<file path="src/rtl/dm_arbiter.sv">
// Two-way round-robin arbiter and one-shot sequencer for the shared data
// memory port. A grant takes three cycles: handshake (IDLE), one memory
// access (ACCESS), and a registered one-cycle response (RESP).
module dm_arbiter #(
  parameter int AW = 32,
  parameter int DW = 32
) (
  input  logic            clk,
  input  logic            rstn,
  input  logic [1:0]      req_valid,
  output logic [1:0]      req_ready,
  input  logic [1:0]      req_we,
  input  logic [5:0]      req_mode,
  input  logic [2*AW-1:0] req_addr,
  input  logic [2*DW-1:0] req_wdata,
  output logic [1:0]      resp_valid,
  output logic [DW-1:0]   resp_rdata,
  output logic            resp_err,
  output logic            mem_r,
  output logic            mem_wr,
  output logic [1:0]      mem_wr_bits,
  output logic [2:0]      mem_r_bits,
  output logic [AW-1:0]   mem_addr,
  output logic [DW-1:0]   mem_wdata,
  input  logic [DW-1:0]   mem_rdata
);

  typedef enum logic [1:0] {IDLE, ACCESS, RESP} state_t;

  state_t          state, state_nxt;
  logic            last_grant;
  logic            grant;
  logic            winner;
  logic            any_valid;
  logic            sel_we;
  logic [2:0]      sel_mode;
  logic [AW-1:0]   sel_addr;
  logic [DW-1:0]   sel_wdata;
  logic            sel_err;
  logic            lat_we;
  logic            lat_err;
  logic [2:0]      lat_mode;
  logic [AW-1:0]   lat_addr;
  logic [DW-1:0]   lat_wdata;
  logic            access_ok;

  // Round-robin pick: with both valid the requester not served last wins.
  always_comb begin
    any_valid = |req_valid;
    winner    = (req_valid == 2'b11) ? ~last_grant : req_valid[1];
    sel_we    = winner ? req_we[1]               : req_we[0];
    sel_mode  = winner ? req_mode[5:3]           : req_mode[2:0];
    sel_addr  = winner ? req_addr[2*AW-1:AW]     : req_addr[AW-1:0];
    sel_wdata = winner ? req_wdata[2*DW-1:DW]    : req_wdata[DW-1:0];
  end

  // Alignment and mode legality of the winning request.
  always_comb begin
    sel_err = 1'b0;
    if (sel_we) begin
      unique case (sel_mode[1:0])
        2'b00:   sel_err = |sel_addr[1:0];
        2'b01:   sel_err = sel_addr[0];
        2'b10:   sel_err = 1'b0;
        default: sel_err = 1'b1;
      endcase
    end else begin
      case (sel_mode)
        3'b000:        sel_err = |sel_addr[1:0];
        3'b001, 3'b010: sel_err = sel_addr[0];
        3'b011, 3'b100: sel_err = 1'b0;
        default:       sel_err = 1'b1;
      endcase
    end
  end

  // State register.
  always_ff @(posedge clk) begin
    if (!rstn) state <= IDLE;
    else       state <= state_nxt;
  end

  // Next-state logic.
  always_comb begin
    state_nxt = state;
    unique case (state)
      IDLE:    if (any_valid) state_nxt = ACCESS;
      ACCESS:  state_nxt = RESP;
      RESP:    state_nxt = IDLE;
      default: state_nxt = IDLE;
    endcase
  end

  // Request latch and grant bookkeeping at the handshake edge.
  always_ff @(posedge clk) begin
    if (!rstn) begin
      last_grant <= 1'b1;
      grant      <= 1'b0;
      lat_we     <= 1'b0;
      lat_err    <= 1'b0;
      lat_mode   <= '0;
      lat_addr   <= '0;
      lat_wdata  <= '0;
    end else if (state == IDLE && any_valid) begin
      last_grant <= winner;
      grant      <= winner;
      lat_we     <= sel_we;
      lat_err    <= sel_err;
      lat_mode   <= sel_mode;
      lat_addr   <= sel_addr;
      lat_wdata  <= sel_wdata;
    end
  end

  // Registered response: captured during ACCESS, presented during RESP.
  always_ff @(posedge clk) begin
    if (!rstn) begin
      resp_valid <= '0;
      resp_rdata <= '0;
      resp_err   <= 1'b0;
    end else if (state == ACCESS) begin
      resp_valid <= grant ? 2'b10 : 2'b01;
      resp_rdata <= (!lat_err && !lat_we) ? mem_rdata : '0;
      resp_err   <= lat_err;
    end else begin
      resp_valid <= '0;
    end
  end

  // Handshake and memory pin drive; write enable also gated by rstn so a
  // reset landing in ACCESS cannot commit a write.
  always_comb begin
    access_ok   = (state == ACCESS) && !lat_err;
    req_ready   = '0;
    if (state == IDLE && any_valid) req_ready = winner ? 2'b10 : 2'b01;
    mem_r       = access_ok && !lat_we;
    mem_wr      = access_ok && lat_we && rstn;
    mem_r_bits  = (access_ok && !lat_we) ? lat_mode      : '0;
    mem_wr_bits = (access_ok && lat_we)  ? lat_mode[1:0] : '0;
    mem_addr    = access_ok ? lat_addr : '0;
    mem_wdata   = (access_ok && lat_we) ? lat_wdata : '0;
  end

endmodule

</file>
<file path="config.mk">
export PLATFORM = sky130hd
export DESIGN_NAME = dm_arbiter
export DESIGN_NICKNAME = d
export VERILOG_FILES = /design/src/rtl/dm_arbiter.sv
export SDC_FILE = /design/constraint.sdc
export NUM_CORES = 1
export LEC_CHECK = 0
export ABC_AREA = 1
export CAP_MARGIN = 20
export CORE_AREA = 2 2 125 102
export DETAILED_ROUTE_END_ITERATION = 16
export DIE_AREA = 0 0 127 104
export PLACE_DENSITY = 0.86
export SETUP_SLACK_MARGIN = 0.2
export SLEW_MARGIN = 25
export SYNTH_ARGS = -nofsm -noshare
export SYNTH_HDL_FRONTEND = slang
export SYNTH_SLANG_ARGS = --single-unit
</file>
<file path="constraint.sdc">
create_clock -name clk -period 3.1 [get_ports clk]
set_input_delay 0.62 -clock clk [delete_from_list [all_inputs] [get_ports clk]]
set_output_delay 0.62 -clock clk [all_outputs]
set_load 0.01 [all_outputs]
</file>
==> impl_metrics.env <==
export IMPL_status="completed"
export IMPL_yosysWarnings=0
export IMPL_synth_edf_count=0
export IMPL_grt_pass1_wl_mm=25.60
export IMPL_hold_viol_final=0
export IMPL_worstPathMaxFanout=12
export IMPL_io_buffers=279
export IMPL_grt_busiest_layer="met2"
export IMPL_hpwl_mm=11.53
export IMPL_synth_cell_type_count=23
export IMPL_crit_path_start="req_valid[1]"
export IMPL_placedInstanceArea_mm2=0.007752
export IMPL_crit_required_ps=2480
export IMPL_track_usage_pct=23.91
export IMPL_antenna_cells_inserted=0
export IMPL_die_area_mm2=0.01321
export IMPL_grt_ovfl_total=0
export IMPL_syn_nets=881
export IMPL_grt_pass1_vias=5144
export IMPL_finalSetupTns_ps=0
export IMPL_post_route_drc_count=0
export IMPL_timing_rr_start="state[1]$_SDFFE_PN0P_"
export IMPL_h_tree_depth=3
export IMPL_clk_pin_slew_ps=70
export IMPL_vias=5442
export IMPL_cts_sinks=108
export IMPL_worst_clock_skew_ps=7.284
export IMPL_nNetsFinal=1136
export IMPL_crit_family="buffers and inverters"
export IMPL_via_per_inst=4.855
export IMPL_drv_cap=0
export IMPL_cts_tree="yes"
export IMPL_r2r_slack_ps=1080
export IMPL_firstDrtPassIters=4
export IMPL_use_met3_pct=6.533
export IMPL_synth_largest_area_cell="dfxtp_1"
export IMPL_ant_nets=0
export IMPL_slew_viol_final=0
export IMPL_seq_power_share_pct=42.5
export IMPL_combPwrFrac_pct=23.0
export IMPL_cts_made_buffers=9
export IMPL_crit_cells=5
export IMPL_cts_root_buf="clkbuf_16"
export IMPL_power_switching_mw=1.023
export IMPL_worst_r2r_path_depth=7
export IMPL_synthCells=709
export IMPL_reg2reg_to="lat_wdata[30]$_SDFFE_PN0P_"
export IMPL_path_cells="clkdlybuf4s50_1 -> nand2_4 -> inv_1 -> nor2_4 -> clkdlybuf4s50_1"
export IMPL_met1_usage_pct=28.88
export IMPL_nFillCells=1006
export IMPL_path_buf_inv=3
export IMPL_final_area_mm2=0.008105
export IMPL_startpoint_type="input pin"
export IMPL_ios=280
export IMPL_max_freq_mhz=364.0
export IMPL_max_vdd_ir_drop_uv=328.1
export IMPL_slowest_delay_ps=540
export IMPL_rsz0062_at_grt="false"
export IMPL_max_slew_margin_rel_pct=46.32
export IMPL_period_needed_ps=2748
export IMPL_synthTopCellsByArea="dfxtp_1 44%, nand2_1 17%, nor2_1 8.8%"
export IMPL_p_int_mw=2.654
export IMPL_synth_top_area_share_pct=43.84
export IMPL_wl_per_cell_um=14.42
export IMPL_ys_seq_area_share_pct=43.84
export IMPL_power_density_mw_per_mm2=453.6
export IMPL_pwr_share_clk_pct=34.6
export IMPL_rows=36
export IMPL_initial_core_util_pct=41.17
export IMPL_met2_usage_pct=41.21
export IMPL_worst_path_max_delay_cell="clkdlybuf4s50_1"
export IMPL_cp_data_arrival_time_ps=2130
export IMPL_worst_hold_path_type="register to register"
export IMPL_cts_path_max_buffers=2
export IMPL_min_from="grant$_SDFFE_PN0P_"
export IMPL_fp_dieW_um=127
export IMPL_drive_above_1_share_pct=5.366
export IMPL_p_leak_nw=3.065
export IMPL_endpoint_kind="primary output"
export IMPL_syn_area_per_cell_um2=6.957
export IMPL_design_core_area_mm2=0.01198
export IMPL_finalCritPeriodShare_pct=88.63
export IMPL_syn_to_final_growth_pct=64.33
export IMPL_setup_worst_path_class="input pin to primary output"
export IMPL_sw_frac_of_total_pct=27.82
export IMPL_syn_area_mm2=0.004932
export IMPL_die_h_um=104
export IMPL_drtIter0Drc=304
export IMPL_drt_wl_total_mm=16.16
export IMPL_crit_top_cell="clkdlybuf4s50_1"
export IMPL_hold_ws_ps=423.4
export IMPL_synth_seq_cells=108
export IMPL_clk_insertion_delay_late_ps=340
export IMPL_crit_end="req_ready[0]"
export IMPL_gp_congestion=0.8104
export IMPL_grt_antenna_before_repair=0
export IMPL_synth_top_cells_by_count="225 x nand2_1, 116 x nor2_1, 108 x dfxtp_1"
export IMPL_synthFlopType="dfxtp_1"
export IMPL_grt_max_degree=102
export IMPL_async_reset_ff_share_pct=0
export IMPL_post_synth_top_count_cell="nand2_1"
export IMPL_worst_slew_pin_slew_ps=805.2
export IMPL_finalSetupViolCount=0
## what timing repair did
| item | 4_1_cts | 5_1_grt |
|---|---|---|
| hold buffers | 0 | 0 |
| pin swaps | 0 | 0 |
| buffers inserted | 0 | 0 |
| resized for setup | 3 | 3 |
| endpoints found under the setup margin | 3 | 3 |
## worst min-delay path by stage
| stage | endpoint | slack (ps) | depth (start not counted) |
|---|---|---|---|
| CTS | resp_valid[0]$_SDFF_PN0_ | 430 | 1 |
| global placement | resp_valid[0]$_SDFF_PN0_ | 410 | 1 |
| global route | resp_valid[0]$_SDFF_PN0_ | 440 | 1 |
| detailed placement | resp_valid[0]$_SDFF_PN0_ | 410 | 1 |
| finish | resp_valid[0]$_SDFF_PN0_ | 420 | 1 |
| floorplan | resp_valid[0]$_SDFF_PN0_ | 400 | 1 |
## area by class of cell
type | count | area, µm² | share of cell area, %
repair buffers | 289 | 2879 | 35.52
flip-flops and latches | 108 | 2162 | 26.67
clock buffers | 9 | 225.2 | 2.779
clock inverters | 7 | 106.4 | 1.312
well taps | 152 | 190.2 | 2.346
inverters | 85 | 324.1 | 3.998
multi-input cells | 471 | 2218 | 27.37
## sequential cells by signal (all words and copies together) (netlist names)
| name | flops |
|---|---|
| lat_err | 1 |
| grant | 1 |
| lat_we | 1 |
| lat_addr | 32 |
| last_grant | 1 |
| state | 2 |
| lat_mode | 3 |
| resp_err | 1 |
| resp_rdata | 32 |
| lat_wdata | 32 |
| resp_valid | 2 |
## cells in the final DEF, fill, tap and decap left out, drive strengths merged
| master | instances |
|---|---|
| clkbuf | 9 |
| inv | 87 |
| a221oi | 19 |
| nand3b | 3 |
| clkinv | 3 |
| nand2 | 227 |
| a211oi | 1 |
| buf | 10 |
| nor2 | 120 |
| a31oi | 44 |
| dlymetal6s2s | 3 |
| bufinv | 2 |
| nor3 | 2 |
| o21ai | 9 |
| a21oi | 39 |
| dfxtp | 108 |
| nand3 | 7 |
| clkdlybuf4s50 | 276 |
## cell families after synthesis
kind of cell           count (synthesis)  synth area share [%]
AOI/OAI and AO/OA                    112                 16.11
and+or+nand+nor                      359                 28.77
DFF                                  108                 43.84
buffers and inverters                130                 11.29
## through the flow
stage	worst slack, ps	utilization (%)	instances	power, mW
6_report	352.5	67.65	1121	3.677
5_1_grt	219.8	67.65	1121	3.851
4_1_cts	228.3	67.55	1121	3.704
3_5_place_dp	235.9	64.70	1105	2.436
3_3_place_gp	235.3	64.70	1105	2.417
2_1_floorplan	1128	-	709	2.020
## power groups by stage
stage	sequential (mW)	clock [mW]	combinational (mW)
final	1.56	1.27	0.845
after global routing	1.58	1.35	0.926
after CTS	1.56	1.29	0.851
after detailed placement	1.59	0	0.845
after global placement	1.59	0	0.830
after floorplan	1.59	0	0.426
## routing by layer
layer,routed length (µm),share of wire (%)
met2,7764,48
met4,388,2.4
met1,6751,42
met5,0,0
met3,1255,7.8
(Power assumes the default switching activity.)
